<file path="src/rtl/pe_noc_adapter_if.sv">
// rtl/pe_noc_adapter_if.sv - NoC and miner-side signal bundle for pe_noc_adapter
// Purpose: groups the NoC flit/credit ports and the miner handshake ports.
// Ports:
//   getFlit / EN_getFlit        incoming flit {valid, tail, dest, vc, data}, receive enable
//   putCredits / EN_putCredits  credit returned to the network {valid, vc}, strobe
//   putFlit / EN_putFlit        outgoing flit, strobe
//   getCredits / EN_getCredits  credit from the network {valid, vc}, receive enable
//   header / header_valid / header_ack   assembled block header to the miner
//   found / found_nonce         miner success pulse and nonce
//   err_frame                   malformed-packet pulse
// Modports: slave = adapter side, master = network/miner environment side.
interface pe_noc_adapter_if #(
  parameter int FLIT_DATA_WIDTH = 64,
  parameter int DEST_BITS       = 5,
  parameter int VC_BITS         = 2,
  parameter int HDR_FLITS       = 10
);
  localparam int FLIT_W = 2 + DEST_BITS + VC_BITS + FLIT_DATA_WIDTH;
  localparam int CRED_W = 1 + VC_BITS;
  localparam int HDR_W  = HDR_FLITS * FLIT_DATA_WIDTH;

  logic [FLIT_W-1:0] getFlit;
  logic              EN_getFlit;
  logic [CRED_W-1:0] putCredits;
  logic              EN_putCredits;
  logic [FLIT_W-1:0] putFlit;
  logic              EN_putFlit;
  logic [CRED_W-1:0] getCredits;
  logic              EN_getCredits;
  logic [HDR_W-1:0]  header;
  logic              header_valid;
  logic              header_ack;
  logic              found;
  logic [31:0]       found_nonce;
  logic              err_frame;

  modport slave (
    input  getFlit, getCredits, header_ack, found, found_nonce,
    output EN_getFlit, putCredits, EN_putCredits, putFlit, EN_putFlit,
           EN_getCredits, header, header_valid, err_frame
  );

  modport master (
    output getFlit, getCredits, header_ack, found, found_nonce,
    input  EN_getFlit, putCredits, EN_putCredits, putFlit, EN_putFlit,
           EN_getCredits, header, header_valid, err_frame
  );
endinterface

</file>
<file path="src/rtl/pe_noc_adapter.sv">
// rtl/pe_noc_adapter.sv - PE-side NoC adapter: header reassembly, search timing, result return
// Purpose: reassembles HDR_FLITS header flits into one block header, hands it to
// the miner, times the search from ack to found, and returns found/nonce/count
// flits to the controller under credit flow control.
// Ports:
//   sys_clk  clock
//   nreset   asynchronous active-low reset
//   bus      pe_noc_adapter_if.slave (flit, credit and miner handshake signals)
module pe_noc_adapter #(
  parameter int FLIT_DATA_WIDTH = 64,
  parameter int DEST_BITS       = 5,
  parameter int VC_BITS         = 2,
  parameter int MY_ADDR         = 1,
  parameter int CTRL_ADDR       = 0,
  parameter int HDR_FLITS       = 10,
  parameter int CREDIT_INIT     = 16
) (
  input  logic                 sys_clk,
  input  logic                 nreset,
  pe_noc_adapter_if.slave      bus
);
  localparam int FLIT_W    = 2 + DEST_BITS + VC_BITS + FLIT_DATA_WIDTH;
  localparam int HDR_W     = HDR_FLITS * FLIT_DATA_WIDTH;
  localparam int IDX_W     = $clog2(HDR_FLITS);
  localparam int CRD_W     = $clog2(CREDIT_INIT + 1);
  localparam int VC_LSB    = FLIT_DATA_WIDTH;
  localparam int DEST_LSB  = VC_LSB + VC_BITS;
  localparam int TAIL_BIT  = DEST_LSB + DEST_BITS;
  localparam int VALID_BIT = TAIL_BIT + 1;

  typedef enum logic [2:0] {TX_IDLE, TX_FOUND, TX_NONCE, TX_CLKS, TX_DONE} tx_state_t;

  // RX field decode
  logic                       w_rx_valid, w_rx_tail, w_rx_mine, w_last, w_complete, w_err;
  logic [DEST_BITS-1:0]       w_rx_dest;
  logic [VC_BITS-1:0]         w_rx_vc;
  logic [FLIT_DATA_WIDTH-1:0] w_rx_data;
  logic [HDR_W-1:0]           w_buf_next;

  logic [HDR_W-1:0]           r_buf, r_header;
  logic [IDX_W-1:0]           r_idx;
  logic                       r_hv, r_err, r_en_getflit, r_credit_en;
  logic [VC_BITS:0]           r_credit;

  // Search timer and TX
  logic [63:0]                r_cnt, r_count, w_cnt_inc, w_cnt_capture;
  logic                       r_running, w_ack_edge, w_capture;
  logic [31:0]                r_nonce;
  tx_state_t                  r_state, w_state_next;
  logic                       w_send, w_credit_ok, w_credit_in;
  logic [FLIT_DATA_WIDTH-1:0] w_tx_data;
  logic [FLIT_W-1:0]          r_put_flit;
  logic                       r_put_en;
  logic [CRD_W-1:0]           r_credits;
  logic                       w_unused_vc;

  assign w_rx_valid = bus.getFlit[VALID_BIT];
  assign w_rx_tail  = bus.getFlit[TAIL_BIT];
  assign w_rx_dest  = bus.getFlit[DEST_LSB +: DEST_BITS];
  assign w_rx_vc    = bus.getFlit[VC_LSB +: VC_BITS];
  assign w_rx_data  = bus.getFlit[FLIT_DATA_WIDTH-1:0];
  assign w_rx_mine  = w_rx_valid && (w_rx_dest == DEST_BITS'(MY_ADDR));
  assign w_last     = (r_idx == IDX_W'(HDR_FLITS - 1));
  assign w_complete = w_rx_mine && w_rx_tail && w_last;
  // Malformed: tail arriving early, or a non-tail flit where the tail must be
  assign w_err      = w_rx_mine && (w_rx_tail != w_last);

  // Buffer image with the current flit merged in, so the tail flit lands in header directly
  always_comb begin
    w_buf_next = r_buf;
    for (int i = 0; i < HDR_FLITS; i++) begin
      if (r_idx == IDX_W'(i)) w_buf_next[i*FLIT_DATA_WIDTH +: FLIT_DATA_WIDTH] = w_rx_data;
    end
  end

  always_ff @(posedge sys_clk or negedge nreset) begin
    if (!nreset) begin
      r_buf        <= '0;
      r_header     <= '0;
      r_idx        <= '0;
      r_hv         <= 1'b0;
      r_err        <= 1'b0;
      r_en_getflit <= 1'b0;
      r_credit_en  <= 1'b0;
      r_credit     <= '0;
    end else begin
      r_en_getflit <= 1'b1;
      r_credit_en  <= w_rx_valid;
      r_credit     <= w_rx_valid ? {1'b1, w_rx_vc} : '0;
      r_err        <= w_err;
      if (w_rx_mine) begin
        if (w_complete || w_err) begin
          r_idx <= '0;
        end else begin
          r_buf <= w_buf_next;
          r_idx <= r_idx + IDX_W'(1);
        end
      end
      // A fresh header takes precedence over an ack in the same cycle
      if (w_complete) begin
        r_header <= w_buf_next;
        r_hv     <= 1'b1;
      end else if (bus.header_ack) begin
        r_hv <= 1'b0;
      end
    end
  end

  // Search timer: counts edges after the ack edge; capture includes the found edge itself
  assign w_ack_edge    = r_hv && bus.header_ack;
  assign w_capture     = (r_state == TX_IDLE) && bus.found;
  assign w_cnt_inc     = r_running ? r_cnt + 64'd1 : r_cnt;
  assign w_cnt_capture = w_ack_edge ? 64'd0 : w_cnt_inc;

  always_ff @(posedge sys_clk or negedge nreset) begin
    if (!nreset) begin
      r_cnt     <= '0;
      r_running <= 1'b0;
      r_count   <= '0;
      r_nonce   <= '0;
    end else begin
      if (w_ack_edge) begin
        r_cnt     <= '0;
        r_running <= 1'b1;
      end else if (w_capture) begin
        r_cnt     <= w_cnt_inc;
        r_running <= 1'b0;
      end else begin
        r_cnt <= w_cnt_inc;
      end
      if (w_capture) begin
        r_nonce <= bus.found_nonce;
        r_count <= w_cnt_capture;
      end
    end
  end

  // TX FSM: state register
  always_ff @(posedge sys_clk or negedge nreset) begin
    if (!nreset) r_state <= TX_IDLE;
    else         r_state <= w_state_next;
  end

  assign w_credit_ok = (r_credits != '0);

  // TX FSM: next state
  always_comb begin
    w_state_next = r_state;
    case (r_state)
      TX_IDLE:  if (bus.found) w_state_next = TX_FOUND;
      TX_FOUND: if (w_credit_ok) w_state_next = TX_NONCE;
      TX_NONCE: if (w_credit_ok) w_state_next = TX_CLKS;
      TX_CLKS:  if (w_credit_ok) w_state_next = TX_DONE;
      TX_DONE:  w_state_next = TX_DONE;
      default:  w_state_next = TX_IDLE;
    endcase
  end

  // TX FSM: outputs
  always_comb begin
    w_send    = 1'b0;
    w_tx_data = '0;
    case (r_state)
      TX_FOUND: begin w_send = w_credit_ok; w_tx_data = FLIT_DATA_WIDTH'(1); end
      TX_NONCE: begin w_send = w_credit_ok; w_tx_data = FLIT_DATA_WIDTH'(r_nonce); end
      TX_CLKS:  begin w_send = w_credit_ok; w_tx_data = FLIT_DATA_WIDTH'(r_count); end
      default:  ;
    endcase
  end

  // Only getCredits valid matters; all returned credits share one pool
  assign w_credit_in = bus.getCredits[VC_BITS];
  assign w_unused_vc = ^bus.getCredits[VC_BITS-1:0];

  always_ff @(posedge sys_clk or negedge nreset) begin
    if (!nreset) begin
      r_put_en   <= 1'b0;
      r_put_flit <= '0;
      r_credits  <= CRD_W'(CREDIT_INIT);
    end else begin
      r_put_en   <= w_send;
      r_put_flit <= w_send ? {1'b1, 1'b1, DEST_BITS'(CTRL_ADDR), {VC_BITS{1'b0}}, w_tx_data} : '0;
      case ({w_credit_in, w_send})
        2'b10:   if (r_credits != CRD_W'(CREDIT_INIT)) r_credits <= r_credits + CRD_W'(1);
        2'b01:   r_credits <= r_credits - CRD_W'(1);
        default: ;
      endcase
    end
  end

  assign bus.EN_getFlit    = r_en_getflit;
  assign bus.putCredits    = r_credit;
  assign bus.EN_putCredits = r_credit_en;
  assign bus.putFlit       = r_put_flit;
  assign bus.EN_putFlit    = r_put_en;
  assign bus.EN_getCredits = 1'b1;
  assign bus.header        = r_header;
  assign bus.header_valid  = r_hv;
  assign bus.err_frame     = r_err;
endmodule

</file>
<file path="src/flat_wrapper.sv">
// flat-port wrapper written by rule: the top's interface ports become plain ports
module pe_noc_adapter_flat 
#(
  parameter int FLIT_DATA_WIDTH = 64,
  parameter int DEST_BITS       = 5,
  parameter int VC_BITS         = 2,
  parameter int MY_ADDR         = 1,
  parameter int CTRL_ADDR       = 0,
  parameter int HDR_FLITS       = 10,
  parameter int CREDIT_INIT     = 16
)
  (sys_clk, nreset, bus_getFlit, bus_getCredits, bus_header_ack, bus_found, bus_found_nonce, bus_EN_getFlit, bus_putCredits, bus_EN_putCredits, bus_putFlit, bus_EN_putFlit, bus_EN_getCredits, bus_header, bus_header_valid, bus_err_frame);
  pe_noc_adapter_if #(.FLIT_DATA_WIDTH(FLIT_DATA_WIDTH), .DEST_BITS(DEST_BITS), .VC_BITS(VC_BITS), .HDR_FLITS(HDR_FLITS)) bus_i ();
  input  logic sys_clk;
  input  logic nreset;
  input wire logic [$bits(bus_i.getFlit)-1:0] bus_getFlit;
  input wire logic [$bits(bus_i.getCredits)-1:0] bus_getCredits;
  input wire logic [$bits(bus_i.header_ack)-1:0] bus_header_ack;
  input wire logic [$bits(bus_i.found)-1:0] bus_found;
  input wire logic [$bits(bus_i.found_nonce)-1:0] bus_found_nonce;
  output wire logic [$bits(bus_i.EN_getFlit)-1:0] bus_EN_getFlit;
  output wire logic [$bits(bus_i.putCredits)-1:0] bus_putCredits;
  output wire logic [$bits(bus_i.EN_putCredits)-1:0] bus_EN_putCredits;
  output wire logic [$bits(bus_i.putFlit)-1:0] bus_putFlit;
  output wire logic [$bits(bus_i.EN_putFlit)-1:0] bus_EN_putFlit;
  output wire logic [$bits(bus_i.EN_getCredits)-1:0] bus_EN_getCredits;
  output wire logic [$bits(bus_i.header)-1:0] bus_header;
  output wire logic [$bits(bus_i.header_valid)-1:0] bus_header_valid;
  output wire logic [$bits(bus_i.err_frame)-1:0] bus_err_frame;
  assign bus_i.getFlit = bus_getFlit;
  assign bus_i.getCredits = bus_getCredits;
  assign bus_i.header_ack = bus_header_ack;
  assign bus_i.found = bus_found;
  assign bus_i.found_nonce = bus_found_nonce;
  assign bus_EN_getFlit = bus_i.EN_getFlit;
  assign bus_putCredits = bus_i.putCredits;
  assign bus_EN_putCredits = bus_i.EN_putCredits;
  assign bus_putFlit = bus_i.putFlit;
  assign bus_EN_putFlit = bus_i.EN_putFlit;
  assign bus_EN_getCredits = bus_i.EN_getCredits;
  assign bus_header = bus_i.header;
  assign bus_header_valid = bus_i.header_valid;
  assign bus_err_frame = bus_i.err_frame;
  pe_noc_adapter #(.FLIT_DATA_WIDTH(FLIT_DATA_WIDTH), .DEST_BITS(DEST_BITS), .VC_BITS(VC_BITS), .MY_ADDR(MY_ADDR), .CTRL_ADDR(CTRL_ADDR), .HDR_FLITS(HDR_FLITS), .CREDIT_INIT(CREDIT_INIT)) u_core (.sys_clk(sys_clk), .nreset(nreset), .bus(bus_i));
endmodule
</file>
<file path="config.mk">
export PLATFORM = sky130hd
export DESIGN_NAME = pe_noc_adapter_flat
export DESIGN_NICKNAME = d
export VERILOG_FILES = /design/src/rtl/pe_noc_adapter_if.sv /design/src/rtl/pe_noc_adapter.sv /design/src/flat_wrapper.sv
export SDC_FILE = /design/constraint.sdc
export NUM_CORES = 2
export LEC_CHECK = 0
export CORE_ASPECT_RATIO = 1.5
export CORE_UTILIZATION = 50
export DETAILED_ROUTE_END_ITERATION = 16
export PLACE_DENSITY = 0.79
export SLEW_MARGIN = 5
export SYNTH_ARGS = -nofsm -noshare
export SYNTH_HDL_FRONTEND = slang
export SYNTH_SLANG_ARGS = --single-unit
export TNS_END_PERCENT = 20
</file>
<file path="constraint.sdc">
create_clock -name sys_clk -period 3.2 [get_ports sys_clk]
set_clock_uncertainty 0.1 [all_clocks]
set_input_delay 0.48 -clock sys_clk [delete_from_list [all_inputs] [get_ports sys_clk]]
set_output_delay 0.48 -clock sys_clk [all_outputs]
set_load 0.02 [all_outputs]
</file>
==> results.py <==
metrics = {
    "run_status": {
        "outcome": "complete, no violations",
    },
    "routing": {
        "drt_iter0_drc": 2664,
        "first_pass_iters": 5,
        "post_drt_wl_per_cell_um": 23.16,
        "routed_wirelength_um": 167200,
        "vias_per_cell": 5.588,
        "via_count": 40340,
        "route.detailed.drc": 0,
        "ant_nets": 0,
    },
    "synthesis": {
        "ys_seq_elements": 1460,
        "synth_area_per_cell_um2": 12.31,
        "netlist.area_leader.share_pct": 60.65,
        "ys_types": 55,
        "synth_commonest_cells": "1,459 x dfrtp_1, 673 x mux2_2, 669 x nand2_1",
        "synth_area_leaders": "dfrtp_1 61%, mux2_2 13%, mux2i_1 9.6%",
        "syn-cell-area_um2": 60200,
        "synth_top_cell_by_area": "dfrtp_1",
        "ys_async_sr_fraction_pct": 100.0,
        "synth.most_common_cell": "dfrtp_1",
        "yosysWarnings": 0,
        "synth-main-ff-cell": "dfrtp_1",
        "synth_edf_count": 0,
        "synthCells": 4891,
        "seq_area_frac_synth_pct": 60.69,
    },
    "layout": {
        "drive_gt1_share_pct": 18.57,
        "nNetsFinal": 5659,
        "finalNonFillerCells": 7219,
        "area_growth_pct": 24.39,
        "num-fill-cells": 8958,
        "fin_util_pct": 62.79,
        "design_area_um2": 74880,
    },
    "pwr": {
        "ir_drop_mv": 0.4977,
        "seqPwrFrac_pct": 48.3,
        "total_power_mw": 42.51,
        "p_per_area_nw_per_um2": 567.7,
        "power_leakage_nw": 36.27,
        "p_int_mw": 31.28,
        "combPwrFrac_pct": 13.3,
        "power.share.switching_pct": 26.42,
        "power.switching_mw": 11.23,
        "clockPowerShare_pct": 38.4,
    },
    "die": {
        "ioPinCount": 834,
        "core-area_um2": 119300,
        "rows": 155,
        "dieWidth_um": 285.3,
        "die-area_um2": 121800,
        "die_y_um": 427.0,
        "start_util_pct": 50.48,
    },
    "critical_path": {
        "arrival_ns": 3.24,
        "critical_path_class": "reg2reg",
        "end_kind": "register",
        "cp_max_fo": 12,
        "startpoint_type": "register",
        "worstPathRequired_ns": 3.74,
    },
    "global_route": {
        "grt-busiest-layer": "met2",
        "grt_remaining_overflow": 0,
        "grt_pass1_vias": 41590,
        "grt.total_usage_pct": 27.31,
        "met1_usage_pct": 33.43,
        "grt_max_degree": 110,
        "grt_first_pass_wirelength_um": 252700,
        "met3_usage_pct": 6.071,
        "use_met2_pct": 45.93,
        "grt_antenna_before_repair": 7,
    },
    "sta": {
        "finalWorstSetupSlack_ns": 0.5015,
        "holdWs_ns": 0.1792,
        "finalHoldViolCount": 0,
        "min_period_ns": 2.699,
        "worstMarginPinSlew_ns": 1.065,
        "setup_viol": 0,
        "min_period_over_period_pct": 84.33,
        "final.setup.tns_ns": 0,
        "fmax_mhz": 370.6,
        "rsz0062_at_grt": "false",
        "slew_headroom_pct": 28.78,
        "finalMaxSlewViolations": 0,
    },
    "placement": {
        "place.detailed.hpwl_um": 106500,
        "dpl.cell_count": 6971,
        "io_buffers": 823,
        "finalWeightedCongestion": 0.8353,
        "dp_slack_ns": 0.07575,
        "post_dp_cell_area_um2": 70380,
    },
    "cts": {
        "cts_sinks": 1460,
        "numCtsBuffers": 136,
        "cts_setup_buffers": 0,
        "htree_num_levels": 4,
        "cts_tree": "done",
        "clock_latency_ns": 0.78,
        "clk_pin_slew_ns": 0.06,
        "ctsHoldBuffers": 1,
        "cts.path.max_buffers": 3,
        "post_cts_resized": 0,
        "cts-root-buf": "clkbuf_16",
    },
    "run": {
        "cap_violations": 0,
    },
    "min_path": {
        "hold_path_class": "in2reg",
    },
}
-- worst paths after layout --
kind / cells past startpoint / from / end / slack (ns)
max in group asynchronous: 3 / nreset / u_core.bus.header[595] / 1.62
hold / removal: 1 / bus_getFlit[72] / u_core.bus.putCredits[2] / 0.18
setup reg to reg: 6 / u_core.r_running / u_core.r_count[56] / 0.50
min in group asynchronous: 2 / nreset / u_core.bus.putFlit[29] / 0.22
hold reg to reg: 2 / u_core.bus.header[496] / u_core.bus.header[496] / 0.37
setup / recovery: 6 / u_core.r_running / u_core.r_count[56] / 0.50
-- power groups by stage --
stage	logic (mW)	clock network [mW]	registers [mW]
6_report	5.65	16.3	20.5
5_1_grt	6.14	17.3	20.6
4_1_cts	5.71	16.6	20.5
3_5_place_dp	5.65	0	20.8
3_3_place_gp	5.50	0	20.7
2_1_floorplan	3.22	0	20.8
-- state kept, by name, indices dropped and copies added, names as in the netlist, 3 cells and up --
register / flops
u_core.bus.putFlit: 65
u_core.r_count: 64
u_core.r_state: 3
u_core.r_cnt: 64
u_core.r_credits: 5
u_core.r_idx: 4
u_core.bus.header: 640
u_core.r_buf: 576
u_core.bus.putCredits: 3
u_core.r_nonce: 32
-- per-layer routing --
layer | up-vias | routed length [um]
met5 | - | 10
met4 | 2 | 7585
met3 | 292 | 10280
met2 | 1254 | 82940
met1 | 20780 | 66360
li1 | 18010 | -
-- cell usage in the layout, fill, tap and decap left out, types with 24 or more instances in the layout --
master	count
buf_4	66
clkbuf_1	32
clkbuf_16	143
o21ai_0	625
xor2_1	24
a22oi_1	31
clkdlybuf4s50_1	822
mux2i_1	577
nor2_1	122
mux2_2	673
buf_12	55
nand2_1	665
and2_1	35
clkbuf_8	30
xnor2_1	45
dfrtp_1	1459
-- cell type report --
class	instances	area (um^2)	share of cell area [%]
repair buffers	945	9862	13.17
diodes	5	12.51	0.01671
clock inverters	37	369.1	0.4929
well taps	1570	1964	2.623
flip-flops and latches	1460	36540	48.79
inverters	14	52.55	0.07018
clock buffers	205	4111	5.490
multi-input cells	2983	21980	29.35
-- worst max-delay path, cell delays in order, from the launching register on --
cell,delay (ns)
dfrtp_1,0.51
and4_4,0.31
nand4_4,0.14
or3_1,0.72
nor4_1,0.47
xnor2_1,0.22
o21ai_1,0.11
-- cell families (layout without fill, tap and decap cells) --
logic type | count (synthesis) | after routing | synth area share [%]
flip-flops | 1460 | 1460 | 60.69
multiplexers | 1255 | 1255 | 22.28
AND/OR/NAND/NOR | 947 | 947 | 6.819
AO/OA/AOI/OAI | 696 | 696 | 6.004
buffers and inverters | 455 | 1201 | 3.051
XOR/XNOR | 69 | 69 | 1.004
adder cells (fa/ha/maj) | 7 | 7 | 0.1455
other | 2 | 14 | 0.01247
No activity file was read; power rests on OpenSTA's default activity.
